===== config.mk =====
export PLATFORM = sky130hd
export DESIGN_NAME = topk_stream_sorter
export DESIGN_NICKNAME = d
export VERILOG_FILES = /design/src/rtl/topk_stream_sorter.sv
export SDC_FILE = /design/constraint.sdc
export NUM_CORES = 1
export LEC_CHECK = 0
export BUFFER_PORTS_ARGS = -buffer_cell sky130_fd_sc_hd__buf_4
export CAP_MARGIN = 20
export CELL_PAD_IN_SITES_DETAIL_PLACEMENT = 0
export CELL_PAD_IN_SITES_GLOBAL_PLACEMENT = 1
export CORE_UTILIZATION = 53
export CTS_CLUSTER_SIZE = 14
export DETAILED_ROUTE_END_ITERATION = 12
export GPL_ROUTABILITY_DRIVEN = 0
export PLACE_DENSITY_LB_ADDON = 0.3
export SLEW_MARGIN = 25
export SYNTH_ARGS = -nofsm -noshare
export SYNTH_HDL_FRONTEND = slang
export SYNTH_SLANG_ARGS = --single-unit

===== constraint.sdc =====
create_clock -name clk -period 9.6 [get_ports clk]
set_input_delay 0.96 -clock clk [delete_from_list [all_inputs] [get_ports clk]]
set_output_delay 0.96 -clock clk [all_outputs]
set_load 0.005 [all_outputs]

===== src/rtl/topk_stream_sorter.sv =====
// rtl/topk_stream_sorter.sv - streaming top-K selector built from pipelined bitonic sort and merge networks
module topk_stream_sorter #(
  parameter int L      = 2,
  parameter int W      = 16,
  parameter int TYPE_W = 3
) (
  input  logic                        clk,
  input  logic                        rst,
  input  logic                        in_valid,
  output logic                        in_ready,
  input  logic                        in_last,
  input  logic                        keep_min,
  input  logic [(1<<L)-1:0]           in_mask,
  input  logic [W*(1<<L)-1:0]         in,
  input  logic [TYPE_W*(1<<L)-1:0]    in_type,
  output logic [W*(1<<L)-1:0]         out,
  output logic [TYPE_W*(1<<L)-1:0]    out_type,
  output logic [L:0]                  out_count,
  output logic                        out_valid
);

  localparam int K     = 1 << L;
  localparam int NSORT = L * (L + 1) / 2;
  localparam int NP    = NSORT + L + 1;
  localparam int LAT   = NSORT + L + 2;
  localparam int BW    = $clog2(LAT);
  localparam int CW    = L + 1;
  localparam logic [BW-1:0] BEND   = BW'(LAT - 2);
  localparam logic [CW:0]   K_WIDE = (CW + 1)'(K);
  localparam logic [CW-1:0] K_CNT  = CW'(K);

  typedef logic [W-1:0]      dvec_t [K];
  typedef logic [TYPE_W-1:0] tvec_t [K];
  typedef enum logic [1:0] {ACCEPT, BUSY, OUT} state_t;

  state_t          state, state_n;
  logic [BW-1:0]   bcnt;
  logic [CW-1:0]   cnt, cnt_nx;
  logic [CW:0]     cnt_sum;
  logic            last_r, mode_r, eff_mode, acc, fin;
  dvec_t           pd [NP];
  tvec_t           pt [NP];
  dvec_t           nd [NP+1];
  tvec_t           nt [NP+1];
  dvec_t           best_d;
  tvec_t           best_t;

  function automatic logic better(input logic [W-1:0] a, input logic [W-1:0] b, input logic m);
    return m ? (a < b) : (a > b);
  endfunction

  function automatic logic [W-1:0] sentinel(input logic m);
    return {W{m}};
  endfunction

  // One compare-exchange column; merge columns always pull the better value to the lower lane.
  function automatic void cmp_stage(input dvec_t di, input tvec_t ti, input int j, input int k,
                                    input logic m, input logic merge, output dvec_t dq, output tvec_t tq);
    int   l;
    logic sw;
    dq = di;
    tq = ti;
    for (int i = 0; i < K; i++) begin
      l = i ^ j;
      if (l > i) begin
        if (merge || ((i & k) != 0)) sw = better(di[l], di[i], m);
        else                         sw = better(di[i], di[l], m);
        if (sw) begin
          dq[i] = di[l]; dq[l] = di[i];
          tq[i] = ti[l]; tq[l] = ti[i];
        end
      end
    end
  endfunction

  assign eff_mode = (cnt == '0) ? keep_min : mode_r;
  assign acc      = in_valid && in_ready;
  assign fin      = (state == BUSY) && (bcnt == BEND);

  always_comb begin
    cnt_sum = {1'b0, cnt};
    for (int i = 0; i < K; i++) cnt_sum = cnt_sum + {{CW{1'b0}}, in_mask[i]};
    cnt_nx = (cnt_sum > K_WIDE) ? K_CNT : cnt_sum[CW-1:0];
  end

  always_comb begin
    for (int s = 0; s <= NP; s++) begin
      nd[s] = '{default: '0};
      nt[s] = '{default: '0};
    end
    for (int i = 0; i < K; i++) begin
      nd[0][i] = in_mask[i] ? in[W*i +: W] : sentinel(eff_mode);
      nt[0][i] = in_mask[i] ? in_type[TYPE_W*i +: TYPE_W] : '0;
    end
    // Batch sort ends worst-first so the keep stage pairs it against a best-first running list.
    for (int p = 1; p <= L; p++)
      for (int q = p - 1; q >= 0; q--)
        cmp_stage(pd[(p*(p-1))/2 + p - q - 1], pt[(p*(p-1))/2 + p - q - 1], 1 << q, 1 << p,
                  mode_r, 1'b0, nd[(p*(p-1))/2 + p - q], nt[(p*(p-1))/2 + p - q]);
    for (int i = 0; i < K; i++) begin
      if (better(best_d[i], pd[NSORT][i], mode_r)) begin
        nd[NSORT+1][i] = best_d[i];
        nt[NSORT+1][i] = best_t[i];
      end else begin
        nd[NSORT+1][i] = pd[NSORT][i];
        nt[NSORT+1][i] = pt[NSORT][i];
      end
    end
    for (int q = L - 1; q >= 0; q--)
      cmp_stage(pd[NSORT+L-q], pt[NSORT+L-q], 1 << q, K, mode_r, 1'b1,
                nd[NSORT+L-q+1], nt[NSORT+L-q+1]);
  end

  always_ff @(posedge clk) begin
    if (acc) begin
      pd[0] <= nd[0];
      pt[0] <= nt[0];
    end
    for (int s = 1; s < NP; s++) begin
      pd[s] <= nd[s];
      pt[s] <= nt[s];
    end
  end

  always_comb begin
    state_n   = state;
    in_ready  = 1'b0;
    out_valid = 1'b0;
    case (state)
      ACCEPT: begin
        in_ready = 1'b1;
        if (in_valid) state_n = BUSY;
      end
      BUSY:    if (fin) state_n = last_r ? OUT : ACCEPT;
      OUT: begin
        out_valid = 1'b1;
        state_n   = ACCEPT;
      end
      default: state_n = ACCEPT;
    endcase
  end

  always_ff @(posedge clk) begin
    if (rst) begin
      state     <= ACCEPT;
      bcnt      <= '0;
      last_r    <= 1'b0;
      mode_r    <= 1'b1;
      cnt       <= '0;
      best_d    <= '{default: '1};
      best_t    <= '{default: '0};
      out       <= '0;
      out_type  <= '0;
      out_count <= '0;
    end else begin
      state <= state_n;
      if (acc) begin
        bcnt   <= '0;
        last_r <= in_last;
        cnt    <= cnt_nx;
        // No real entries yet, so the running best can safely adopt the new mode's sentinel.
        if (cnt == '0) begin
          mode_r <= keep_min;
          for (int i = 0; i < K; i++) best_d[i] <= sentinel(keep_min);
          best_t <= '{default: '0};
        end
      end else if (state == BUSY) begin
        bcnt <= bcnt + 1'b1;
      end
      if (fin) begin
        best_d <= nd[NP];
        best_t <= nt[NP];
        if (last_r) begin
          for (int i = 0; i < K; i++) begin
            out[W*i +: W]                <= nd[NP][i];
            out_type[TYPE_W*i +: TYPE_W] <= nt[NP][i];
          end
          out_count <= cnt;
        end
      end
      if (state == OUT) begin
        cnt <= '0;
        for (int i = 0; i < K; i++) best_d[i] <= sentinel(mode_r);
        best_t <= '{default: '0};
      end
    end
  end

endmodule

==> metrics.md <==
| Metric | Value |
|---|---|
| Die ar. | `52800 um^2` |
| Placed Instances | `3266` |
| Min cycle time layout | `3.66 ns` |
| Number of distinct library cells after synthesis | `56` |
| Row count | `83` |
| Final Non-Filler Cells | `3384` |
| Tot GR Track Use | `26.0%` |
| Async SR Flop Fraction | `0%` |
| H-tree Lvls | `3` |
| Final Core Density | `61.3%` |
| Most common cell after layout, fill and taps aside | `dfxtp_1` |
| Synthesized area | `27500 um^2` |
| Worst EP arrival | `4.09 ns` |
| Area leader, netlist | `dfxtp_1` |
| Skew-Pair Late Insertion Delay | `0.59 ns` |
| Fillers | `4152` |
| CTS max path bufs | `3` |
| Final hold vios | `0` |
| CP required | `10.03 ns` |
| Top-area cell type share of the netlist area | `39.7%` |
| Fin nets | `2969` |
| Initial antenna violation count | `1` |
| Max Clock Freq | `273 MHz` |
| Antenna viol nets, final | `0` |
| Multi-input gate area | `12600 um^2` |
| Post-route DRC | `0` |
| Initial drt markers | `1162` |
| Max-Cap Viols | `0` |
| Simple-Gate Fraction of Synth Area | `5.13%` |
| Outcome | `finished, final reports clean` |
| Fin crit share | `38.1%` |
| Sequential cell area | `13200 um^2` |
| Yosys warns | `0` |
| Final worst setup slack | `5.94 ns` |
| Crit Path Class | `reg2reg` |
| Post-synthesis sequential area ratio | `48.0%` |
| Setup violations, final | `0` |
| Post_cts resized | `0` |
| Gr ovfl total | `0` |
| Hold-fix buffer count after cts | `0` |
| Initial core utilization | `53.6%` |
| Relative slew slack | `29.7%` |
| Syn_area_per_cell | `10.9 um^2` |
| Sink Count | `621` |
| CTS Buf Count | `66` |
| Synth-to-Final Area Change | `14.5%` |
| Most frequent cells in the layout | `544 x dfxtp_1, 319 x mux2_2, 307 x inv_1, 227 x ha_1, 191 x a21oi_1` |
| First-pass iteration count of the detailed router | `7` |
| PwrDens | `348 nW/um^2` |
| Root Buffer Master | `clkbuf_16` |
| VDD IR max | `0.000174 V` |
| First-pass GRT wire length | `106 mm` |
| Port Buffer Count | `165` |
| CTS tree | `done` |
| Core Area | `51300 um^2` |
| Syn Inst Count | `2513` |
| Die X | `230 um` |
| Hold WC Path Type | `reg2reg` |
| Chip height | `230 um` |
| Via density | `5.49` |
| Synth area leaders | `dfxtp_1 40%, mux2_2 13%, ha_1 10%` |
| FF+latch count, synth | `621` |
| CP startpoint kind | `register` |
| Post-CTS setup buffer count | `0` |
| Layout cells sized above 1 | `23.4%` |
| Vias | `18600` |
| Setup crit end kind | `register` |
| Final wirelength | `68.6 mm` |
| Setup WS pre-CTS | `5.96 ns` |
| Number of synthesized flops with an enable pin | `76` |
| Syn_nets | `2828` |
| TNS Setup | `0 ns` |
| Slew Limit Fails | `0` |
| Routed WL per cell | `20.3 um` |
| LEAKAGE | `13.9 nW` |
| Vias in the first global route | `18600` |
| Clk slew on worst S/H paths | `0.06 ns` |
| Worst slew pin tran | `1.03 ns` |
| Adder-cell share of the synthesized area | `10.6%` |
| Synth Flop Type | `dfxtp_1` |
| Post-Route Skew | `0.0214 ns` |
| Crit Path Max Fanout | `21` |
| Largest net degree at the start of global routing | `88` |
| # IOs | `166` |
| Detailed Place HPWL | `52.1 mm` |
| Largest family of logic cells by synthesized area | `multiplexers` |
| Worst Hold Slack | `0.450 ns` |
| RSZ-0062 raised after global routing | `no` |
| Multiplexer share of the synthesized area | `19.3%` |
| XOR/XNOR Fraction of Synth Area | `0.0319%` |
| Compound-Gate Fraction of Synth Area | `10.6%` |
[worst paths after layout]
| kind | slack [ns] | startpoint | to | cells past startpoint |
|---|---|---|---|---|
| max | 5.94 | pd[5][23] | out[41] | 10 |
| min | 0.45 | pt[3][1] | pt[4][1] | 1 |
| max reg2reg | 5.94 | pd[5][23] | out[41] | 10 |
| min reg2reg | 0.45 | pt[3][1] | pt[4][1] | 1 |
[metal layers]
layer  global-route usage (%)  share of wire [%]
met1                     33.0                 44
met2                     44.0                 48
met3                     3.96                3.7
met4                     10.9                4.1
met5                        0                  0
[final cells by class]
cell class / count / share of cell area (%)
antenna: 1 / 0.00795
clock inverter: 20 / 0.756
timing repair buffer: 181 / 4.38
multi-input combinational: 1477 / 40.2
tap: 680 / 2.70
sequential: 621 / 41.9
inverter: 307 / 3.66
clock buffer: 97 / 6.34
[per-stage QoR]
stage	power (mW)	instance area, um^2
final	10.9	31500
after detailed placement	8.31	29200
after CTS	10.9	31500
after floorplan	7.09	27500
after global placement	8.18	29200
after global routing	11.5	31500
[critical path, cell delays in order (launching register included)]
cell      delay, ns
dfxtp_1        0.35
inv_1          0.05
ha_1           0.31
a21oi_1        0.14
o21ai_0        0.13
a221o_1        0.34
nor3_1         0.37
mux2i_4        0.90
buf_4          0.49
mux2i_1        0.32
a211oi_1       0.10
[kinds of logic (layout without fill, tap and decap cells)]
kind of cell             count (synthesis)  count (layout)
flip-flops                             621             621
AO/OA/AOI/OAI                          480             480
multiplexers                           474             474
buffers and inverters                  415             605
AND/OR/NAND/NOR                        292             292
adder cells (fa/ha/maj)                230             230
XOR/XNOR                                 1               1
other                                    0               1
[cells in the mapped netlist (16+ instances only)]
cell      instances
o21a_1           19
mux2_2          319
mux2_1           56
o21ai_0         103
a211oi_1         77
a21o_1           27
clkbuf_1         61
nor3_1           31
buf_6            16
nand2_1          52
dfxtp_1         545
inv_1           307
nor2b_1          19
nor2_1          107
ha_1            227
buf_2            20
mux2i_1          86
nand4_1          28
edfxtp_1         76
a21oi_1         191
[report_power, final]
part           switching (mW)  internal (mW)
registers               0.739           3.43
logic                    2.12           2.06
clock network            1.01           1.58
total                    3.87           7.07
[state kept, by name (all words and copies together) (netlist names)]
| signal | count |
|---|---|
| bcnt | 3 |
| state | 2 |
| mode_r | 1 |
| out_count | 3 |
| out_type | 12 |
| best_t | 12 |
| pt | 72 |
| last_r | 1 |
| pd | 384 |
| out | 64 |
| best_d | 64 |
| cnt | 3 |
(Power assumes the default switching activity.)
